==> src/rtl/alu_pkg.sv <==
// Shared opcodes, FSM state encoding and flag
// bit positions for the iterative ALU.
package alu_pkg;

  localparam logic [3:0] OP_ADD  = 4'h0;
  localparam logic [3:0] OP_SHL1 = 4'h1;
  localparam logic [3:0] OP_SHR1 = 4'h2;
  localparam logic [3:0] OP_AND  = 4'h3;
  localparam logic [3:0] OP_OR   = 4'h4;
  localparam logic [3:0] OP_XOR  = 4'h5;
  localparam logic [3:0] OP_SUB  = 4'h6;
  localparam logic [3:0] OP_MOV  = 4'h7;
  localparam logic [3:0] OP_SLT  = 4'h8;
  localparam logic [3:0] OP_MUL  = 4'h9;
  localparam logic [3:0] OP_SLLV = 4'hA;
  localparam logic [3:0] OP_SRLV = 4'hB;

  typedef enum logic {
    ST_IDLE = 1'b0,
    ST_RUN  = 1'b1
  } state_e;

  localparam int FLG_Z = 0;
  localparam int FLG_C = 1;
  localparam int FLG_V = 2;
  localparam int FLG_N = 3;

  typedef logic [FLG_N-1:0] flags_t;

  function automatic flags_t mk_flags(
    input logic z,
    input logic c,
    input logic v
  );
    flags_t f;
    f        = '0;
    f[FLG_Z] = z;
    f[FLG_C] = c;
    f[FLG_V] = v;
    return f;
  endfunction

endpackage

==> src/rtl/alu_mul_seq.sv <==
// Shift-add unsigned multiplier, one partial
// product per cycle, W cycles after start.
module alu_mul_seq
  import alu_pkg::*;
#(
  parameter int W = 8
) (
  input  logic           clk_i,
  input  logic           rst_i,
  input  logic           start_i,
  input  logic [W-1:0]   a_i,
  input  logic [W-1:0]   b_i,
  output logic [2*W-1:0] prod_o,
  output logic           done_o
);

  localparam int CW = $clog2(W) + 1;

  logic [W-1:0]   mcand_q, mcand_d;
  logic [2*W-1:0] p_q, p_d;
  logic [CW-1:0]  cnt_q, cnt_d;
  logic           run_q, run_d;
  logic [W:0]     add_w;
  logic [2*W-1:0] p_step;

  // One iteration: add multiplicand into the high half
  // when the current multiplier bit is set, then shift.
  always_comb begin
    add_w  = {1'b0, p_q[2*W-1:W]}
           + (p_q[0] ? {1'b0, mcand_q} : '0);
    p_step = {add_w, p_q[W-1:1]};
  end

  // prod_o shows the value this cycle's step produces,
  // so the caller can latch it on the final edge.
  assign prod_o = p_step;
  assign done_o = run_q && (cnt_q == CW'(1));

  // Load operands on start, otherwise iterate while running.
  always_comb begin
    mcand_d = mcand_q;
    p_d     = p_q;
    cnt_d   = cnt_q;
    run_d   = run_q;
    if (start_i) begin
      mcand_d = a_i;
      p_d     = {{W{1'b0}}, b_i};
      cnt_d   = CW'(W);
      run_d   = 1'b1;
    end else if (run_q) begin
      p_d   = p_step;
      cnt_d = cnt_q - CW'(1);
      if (cnt_q == CW'(1)) run_d = 1'b0;
    end
  end

  // Multiplier state registers with synchronous clear.
  always_ff @(posedge clk_i) begin
    if (rst_i) begin
      mcand_q <= '0;
      p_q     <= '0;
      cnt_q   <= '0;
      run_q   <= 1'b0;
    end else begin
      mcand_q <= mcand_d;
      p_q     <= p_d;
      cnt_q   <= cnt_d;
      run_q   <= run_d;
    end
  end

endmodule

==> src/rtl/alu_iterative.sv <==
// ALU with registered results and flags; MUL and
// variable shifts run iteratively behind Busy/Done.
module alu_iterative
  import alu_pkg::*;
#(
  parameter int W = 8
) (
  input  logic         Clk,
  input  logic         Reset,
  input  logic         Start,
  input  logic [3:0]   OP,
  input  logic [W-1:0] InputA,
  input  logic [W-1:0] InputB,
  output logic [W-1:0] Out,
  output logic [W-1:0] OutHi,
  output logic         Zero,
  output logic         Carry,
  output logic         Overflow,
  output logic         Busy,
  output logic         Done
);

  localparam int SH_W = $clog2(W);
  localparam int CW   = SH_W + 1;

  state_e          state_q, state_d;
  logic [CW-1:0]   cnt_q, cnt_d;
  logic [3:0]      op_q, op_d;
  logic [W-1:0]    sh_q, sh_d;
  logic [W-1:0]    out_q, out_d;
  logic [W-1:0]    hi_q, hi_d;
  flags_t          flg_q, flg_d;
  logic            done_q, done_d;

  logic [SH_W-1:0] amt;
  logic            is_mul, is_sh, is_long;
  logic            mul_go, mul_done;
  logic [2*W-1:0]  mul_prod;

  logic [W:0]      add_w, sub_w;
  logic [W-1:0]    sc_res;
  logic            sc_c, sc_v;
  logic [W-1:0]    sh_nx;
  logic            sh_c;

  assign amt     = InputB[SH_W-1:0];
  assign is_mul  = (OP == OP_MUL);
  assign is_sh   = (OP == OP_SLLV) || (OP == OP_SRLV);
  assign is_long = is_mul || (is_sh && (amt > SH_W'(1)));
  assign mul_go  = (state_q == ST_IDLE) && Start && is_mul;

  alu_mul_seq #(.W(W)) u_mul (
    .clk_i   (Clk),
    .rst_i   (Reset),
    .start_i (mul_go),
    .a_i     (InputA),
    .b_i     (InputB),
    .prod_o  (mul_prod),
    .done_o  (mul_done)
  );

  // Single-cycle result and flags straight from the operands.
  // Shifts only land here when the amount is 0 or 1.
  always_comb begin
    add_w  = {1'b0, InputA} + {1'b0, InputB};
    sub_w  = {1'b0, InputA} - {1'b0, InputB};
    sc_res = '0;
    sc_c   = 1'b0;
    sc_v   = 1'b0;
    case (OP)
      OP_ADD: begin
        sc_res = add_w[W-1:0];
        sc_c   = add_w[W];
        sc_v   = (InputA[W-1] == InputB[W-1])
               & (add_w[W-1] ^ InputA[W-1]);
      end
      OP_SUB: begin
        sc_res = sub_w[W-1:0];
        sc_c   = sub_w[W];
        sc_v   = (InputA[W-1] ^ InputB[W-1])
               & (sub_w[W-1] ^ InputA[W-1]);
      end
      OP_SHL1: begin
        sc_res = InputA << 1;
        sc_c   = InputA[W-1];
      end
      OP_SHR1: begin
        sc_res = InputA >> 1;
        sc_c   = InputA[0];
      end
      OP_AND: sc_res = InputA & InputB;
      OP_OR:  sc_res = InputA | InputB;
      OP_XOR: sc_res = InputA ^ InputB;
      OP_MOV: sc_res = InputB;
      OP_SLT: sc_res = {{(W-1){1'b0}},
                        $signed(InputA) < $signed(InputB)};
      OP_SLLV: begin
        if (amt == '0) begin
          sc_res = InputA;
        end else begin
          sc_res = InputA << 1;
          sc_c   = InputA[W-1];
        end
      end
      OP_SRLV: begin
        if (amt == '0) begin
          sc_res = InputA;
        end else begin
          sc_res = InputA >> 1;
          sc_c   = InputA[0];
        end
      end
      default: sc_res = '0;
    endcase
  end

  // One bit of an in-flight variable shift.
  always_comb begin
    if (op_q == OP_SLLV) begin
      sh_nx = sh_q << 1;
      sh_c  = sh_q[W-1];
    end else begin
      sh_nx = sh_q >> 1;
      sh_c  = sh_q[0];
    end
  end

  // FSM next state, iteration counter and result capture.
  always_comb begin
    state_d = state_q;
    cnt_d   = cnt_q;
    op_d    = op_q;
    sh_d    = sh_q;
    out_d   = out_q;
    hi_d    = hi_q;
    flg_d   = flg_q;
    done_d  = 1'b0;
    case (state_q)
      ST_IDLE: begin
        if (Start) begin
          if (is_long) begin
            state_d = ST_RUN;
            op_d    = OP;
            sh_d    = InputA;
            cnt_d   = is_mul ? CW'(W) : {1'b0, amt};
          end else begin
            out_d  = sc_res;
            hi_d   = '0;
            flg_d  = mk_flags(sc_res == '0, sc_c, sc_v);
            done_d = 1'b1;
          end
        end
      end
      ST_RUN: begin
        cnt_d = cnt_q - CW'(1);
        if (op_q == OP_MUL) begin
          if (mul_done) begin
            out_d   = mul_prod[W-1:0];
            hi_d    = mul_prod[2*W-1:W];
            flg_d   = mk_flags(mul_prod == '0, 1'b0,
                               mul_prod[2*W-1:W] != '0);
            done_d  = 1'b1;
            state_d = ST_IDLE;
          end
        end else begin
          sh_d = sh_nx;
          if (cnt_q == CW'(1)) begin
            out_d   = sh_nx;
            hi_d    = '0;
            flg_d   = mk_flags(sh_nx == '0, sh_c, 1'b0);
            done_d  = 1'b1;
            state_d = ST_IDLE;
          end
        end
      end
      default: state_d = ST_IDLE;
    endcase
  end

  // State and output registers; reset drops any op in flight.
  always_ff @(posedge Clk) begin
    if (Reset) begin
      state_q <= ST_IDLE;
      cnt_q   <= '0;
      op_q    <= '0;
      sh_q    <= '0;
      out_q   <= '0;
      hi_q    <= '0;
      flg_q   <= '0;
      done_q  <= 1'b0;
    end else begin
      state_q <= state_d;
      cnt_q   <= cnt_d;
      op_q    <= op_d;
      sh_q    <= sh_d;
      out_q   <= out_d;
      hi_q    <= hi_d;
      flg_q   <= flg_d;
      done_q  <= done_d;
    end
  end

  assign Out      = out_q;
  assign OutHi    = hi_q;
  assign Zero     = flg_q[FLG_Z];
  assign Carry    = flg_q[FLG_C];
  assign Overflow = flg_q[FLG_V];
  assign Busy     = (state_q == ST_RUN);
  assign Done     = done_q;

endmodule

==> config.mk <==
export PLATFORM = sky130hd
export DESIGN_NAME = alu_iterative
export DESIGN_NICKNAME = d
export VERILOG_FILES = /design/src/rtl/alu_pkg.sv /design/src/rtl/alu_mul_seq.sv /design/src/rtl/alu_iterative.sv
export SDC_FILE = /design/constraint.sdc
export NUM_CORES = 1
export LEC_CHECK = 0
export ABC_AREA = 1
export BUFFER_PORTS_ARGS = -buffer_cell sky130_fd_sc_hd__buf_2
export CAP_MARGIN = 20
export CORE_MARGIN = 3
export CORE_UTILIZATION = 38
export DETAILED_ROUTE_END_ITERATION = 10
export PLACE_DENSITY = 0.57
export REMOVE_ABC_BUFFERS = 1
export SLEW_MARGIN = 20
export SYNTH_ARGS = -nofsm -noshare
export SYNTH_HDL_FRONTEND = slang
export SYNTH_SLANG_ARGS = --single-unit
==> constraint.sdc <==
create_clock -name Clk -period 2.55 [get_ports Clk]
set_clock_uncertainty 0.05 [all_clocks]
set_input_delay 0.255 -clock Clk [delete_from_list [all_inputs] [get_ports Clk]]
set_output_delay 0.255 -clock Clk [all_outputs]
set_load 0.01 [all_outputs]
After elaboration in Yosys (flattened, before gate mapping)
Cells that the tools add are included.
{"block": "op_classes", "n_addsub": 5, "order_cmp": 2, "n_eq_ne": 22, "muxes": 55, "bitwise": 9, "reduce_logical": 18}
{"op": "two-way mux 8 bit", "n": 19}
{"op": "case mux 8 bit (11 select lines)", "n": 1}
{"op": "case mux 8 bit (2 select lines)", "n": 3}
{"op": "equality test 4 bit, second input constant", "n": 6}
{"op": "two-way mux 4 bit", "n": 5}
{"op": "adder 8 x 8 -> 9 bit", "n": 2}
{"op": "equality test 4 x 3 -> 1 bit, second input constant", "n": 4}
{"op": "zero test 16 bit", "n": 1}
{"op": "zero test 8 bit", "n": 2}
{"op": "two-way mux 1 bit", "n": 16}
{"op": "two-way mux 3 bit", "n": 5}
{"op": "equality test 4 x 1 -> 1 bit, second input constant", "n": 3}
{"op": "subtractor 8 x 8 -> 9 bit", "n": 1}
{"op": "AND 8 bit", "n": 1}
{"op": "equality test 4 x 2 -> 1 bit, second input constant", "n": 2}
{"op": "< comparator 8 bit", "n": 1}
{"op": "inequality test 2 bit, second input constant", "n": 4}
{"op": "bitwise OR 8 bit", "n": 1}
{"op": "case mux 4 bit (2 select lines)", "n": 1}
{"op": "nonzero test 8 bit", "n": 1}
{"op": "subtractor 4 x 1 -> 4 bit, second input constant", "n": 2}
{"op": "XOR 8 bit", "n": 1}
{"op": "case mux 1 bit (2 select lines)", "n": 3}
{"op": "case mux 1 bit (6 select lines)", "n": 1}
{"op": "17 further kinds", "n": 25}
{"block": "totals", "register_bits": 66, "in_bits": 23, "out_inout_bits": 21, "elab_cells": 125}

Logic depth before layout (Yosys ltp)
{"block": "logic_depth", "depth_word": 7, "depth_mapped": 16, "mapped_depth_nobuf": 15}

Hierarchy
A second synthesis with hierarchy kept.
{"block": "unflattened", "hier_cells": 858, "area_unflattened_um2": 5280.1}
{"mod": "alu_iterative", "n_inst": 1, "cells_per_inst": 625, "area_each_um2": 3663.5}
{"mod": "alu_mul_seq", "n_inst": 1, "cells_per_inst": 233, "area_each_um2": 1616.6}

Least setup slack after synthesis
No wires, ideal clock.
{"block": "synth_path", "path_kind": "register to register", "startpoint": "reg u_mul.p_q[0]", "endpoint": "reg flg_q[0]", "setup_ns": 0.070, "arrival_time_ns": 2.130, "t_required_ns": 2.430, "slack_ns": 0.300, "stages_incl_launch_ff": 15, "synth_period_minus_slack_ns": 2.250, "cell_sequence": "dfxtp_1 -> clkbuf_1 -> nand2_1 -> inv_1 -> ha_1 -> fa_1 -> nand3_1 -> nand3_1 -> xnor2_1 -> nand2_1 -> nor3_1 -> nand3_1 -> nand2_1 -> inv_1 -> a21oi_1"}
{"block": "synth_via", "elab_chain_cells": 6}
{"element": "from (decl)", "line": "alu_mul_seq.sv:20", "source": "logic [2*W-1:0] p_q, p_d;"}
{"element": "from (signal assigned)", "line": "alu_mul_seq.sv:66", "source": "p_q <= p_d;"}
{"element": "two-way mux 8 bit", "line": "alu_mul_seq.sv:30", "source": "+ (p_q[0] ? {1'b0, mcand_q} : '0);"}
{"element": "adder 8 x 8 -> 9 bit", "line": "alu_mul_seq.sv:30"}
{"element": "zero test 16 bit", "line": "alu_iterative.sv:160", "source": "flg_d = mk_flags(mul_prod == '0, 1'b0,"}
{"element": "two-way mux 3 bit", "line": "alu_iterative.sv:157", "source": "if (mul_done) begin"}
{"element": "two-way mux 3 bit", "line": "alu_iterative.sv:156", "source": "if (op_q == OP_MUL) begin"}
{"element": "case mux 3 bit (2 select lines)", "line": "alu_iterative.sv:138", "source": "case (state_q)"}
{"element": "to (signal assigned)", "line": "alu_iterative.sv:198", "source": "flg_q <= flg_d;"}
{"element": "to (decl)", "line": "alu_iterative.sv:32", "source": "flags_t flg_q, flg_d;"}
Every way passes these cells. The select of a mux whose other input is x is not followed.
A chain may end at the register's enable or synchronous reset.

Final worst setup path
Same ends and word-level chain as after synthesis.

==> summary.txt <==
Ys flop type: dfxtp_1
Clock latency on the worst-skew pair: 0.33 ns
Die Ht: 123.5 um
Required @ worst endpoint: 2.76 ns
Worst Tran Pin Value: 0.6839 ns
F_max: 430.2 MHz
1st-iter DRT viols: 540
Final Hold Viols: 0
Root Buffer: clkbuf_16
Initial antenna violation count: 0
Pin count of the biggest net entering global routing: 36
CP arrival: 2.54 ns
Initial core utilization: 0.3930
Final setup violation count: 0
FF-to-FF setup slack: 0.23 ns
Worst hold slack: 0.2273 ns
Post-synth EDFFs: 0
Status: completed
Clock sinks: 66
Synth Area per Inst: 6.238 um^2
Max stage delay cell, worst path: fa_2
Area share of the largest cell type after synthesis: 0.2518
Top delay family on crit path: simple AND/OR/NAND/NOR gates
Static Leak: 2.985 nW
Critical path endpoint: flg_q[0]
Clock Pin Slew Worst Setup and Hold Paths: 0.06 ns
Max stage delay on crit path: 0.40 ns
Fillers: 1,471
Core Area: 13,350 um^2
FF-to-FF Start: u_mul.p_q[0]
Die width: 123.5 um
Top-count cell post-synth: nand2_1
#FFs+latches synth: 66
Reg-to-Reg End: flg_q[0]
Element type at the critical path end: register
Tcrit/Tclk final: 0.9116
Worst Setup SP: u_mul.p_q[0]
Max_cap viols: 0
Final min period: 2.325 ns
Worst IR drop on VDD: 365.0 uV
First-pass GRT wire length: 27.10 mm
Ys Warns: 0
Crit path cell chain: nand2_1 -> inv_1 -> ha_1 -> fa_2 -> nand3_1 -> nand3_1 -> xnor2_2 -> nand2_1 -> nor3_2 -> nand3_1 -> nand2_1 -> inv_1 -> a21oi_1
Nets: 951
Worst path depth: 13
# H-tree levels: 3
Number of global-route vias before repair: 5,054
Fraction of layout cells with a size suffix above 1: 0.1310
Cts hold-fix bufs: 0
Final WS setup: 0.2253 ns
Pre-antenna DRT Iters: 5
Area Overhead vs Synth: 14.69%
Vias: 5,520
Post-synthesis cell type count: 44
Buf/Inv on CP: 2
Port Buf Inserts: 43
Syn Std Cell Area: 5246 um^2
Ranking of synthesized cells by area: dfxtp_1, nand2_1, ha_1
Routed wire length: 16.68 mm
Clk buf depth: 2
CTS tree: done
FF-to-FF path depth: 13
Pre-CTS setup slack: 0.1189 ns
CP startpoint kind: register
I/O pin cnt: 44
Final ANT Viol Nets: 0
CTS buffer count: 9
HP Class: in2reg
Part of the Yosys area used for sequential elements: 0.2518
Vias/cell: 5.164
Routability cong.: 0.9261
Antenna cell count: 0
DR WL/cell: 15.60 um
Post-synth top cells: nand2_1, inv_1, nor2_1, a21oi_1, nand3_1
Drt drc: 0
Grt total ovfl: 0
Power per cell area: 509.4 nW/um^2
Post-synthesis async set-or-reset flop share: 0
Max Slew Vio Count: 0
GRT Total Usage: 0.2277
RSZ-0062 raised after global routing: no
Setup TNS: 0 ns
Post-synth top area cell: dfxtp_1
Post-Synthesis Cells: 841
Die area: 15,250 um^2
Critical path class: reg2reg
Critical path peak fanout: 9
Slew HR: 0.5424
Final HPWL DP: 12.77 mm
Rows: 42
[through the flow]
stage,total power [mW],instances,utilization,cell area [um^2]
final,3.065,1069,0.4508,6017
after global routing,3.223,1069,0.4508,6017
after CTS,3.080,1069,0.4494,5998
after detailed placement,1.739,1053,0.4255,5679
after global placement,1.743,1053,0.4255,5679
after floorplan,1.509,811,-,5071
[worst reg2reg max path: stages, from the launching register on]
cell	delay, ns
dfxtp_1	0.37
nand2_1	0.10
inv_1	0.04
ha_1	0.23
fa_2	0.41
nand3_1	0.08
nand3_1	0.15
xnor2_2	0.20
nand2_1	0.09
nor3_2	0.14
nand3_1	0.13
nand2_1	0.09
inv_1	0.04
a21oi_1	0.13
[how the worst min path moves through the flow]
stage	startpoint	to	slack, ns	cells after the start
finish	InputA[4]	u_mul.mcand_q[4]	0.23	3
detailed placement	OutHi[5]	OutHi[5]	0.40	2
global route	InputA[4]	u_mul.mcand_q[4]	0.24	3
global placement	OutHi[5]	OutHi[5]	0.40	2
CTS	InputA[4]	u_mul.mcand_q[4]	0.22	3
floorplan	Reset	OutHi[0]	0.27	1
[cell families (layout without fill, tap and decap cells)]
logic type / Yosys count / in the layout / share of synthesized area
xor+xnor: 4 / 4 / 0.006679
compound gates: 169 / 169 / 0.1762
simple gates: 425 / 425 / 0.3551
fa+ha+maj: 40 / 40 / 0.09969
buf+inv: 137 / 189 / 0.1104
flops: 66 / 66 / 0.2518
[state kept, by name, summed over array words and instances, names as in the netlist]
name           count
flg_q              3
OutHi              8
op_q               4
Done               1
Busy               1
sh_q               8
u_mul.run_q        1
cnt_q              4
u_mul.p_q         16
u_mul.cnt_q        4
Out                8
u_mul.mcand_q      8
[layout by cell type, fill, tap and decap left out, types with 23 or more instances in the layout]
cell type  synthesis  layout
ha_1              37      37
inv_1             97      97
o21ai_0           51      51
buf_4              4      23
nand3_1           73      73
dfxtp_1           66      66
nor2_1            79      79
nand2_1          230     230
a21oi_1           75      74
buf_2              8      43
[power breakdown]
group | leakage [nW] | total [mW] | switching, mW | internal [mW]
clock network | 0.151 | 1.34 | 0.482 | 0.853
logic | 2.30 | 0.628 | 0.423 | 0.205
registers | 0.537 | 1.10 | 0.0248 | 1.08
[final cells by class]
cell class,count,area [um^2],area share
Clock buffer,9,225.2,0.03743
Inverter,107,404.1,0.06717
Timing Repair Buffer,66,387.9,0.06446
Multi-Input combinational cell,638,3364,0.5592
Sequential cell,66,1321,0.2196
Clock inverter,7,93.84,0.01560
Tap cell,176,220.2,0.03660
[layer usage]
| metal | global-route usage | vias up | routed length [um] |
|---|---|---|---|
| met5 | 0 | - | 0 |
| met4 | 0.05675 | 0 | 257 |
| met3 | 0.05215 | 20 | 1294 |
| met2 | 0.3197 | 191 | 6798 |
| met1 | 0.3473 | 2472 | 8330 |
| li1 | - | 2837 | - |
[timing repair]
item	4_1_cts	5_1_grt
buffers inserted	0	0
gates resized for setup	0	4
setup endpoints to repair	0	1
Power figures use the tool's default switching activity.
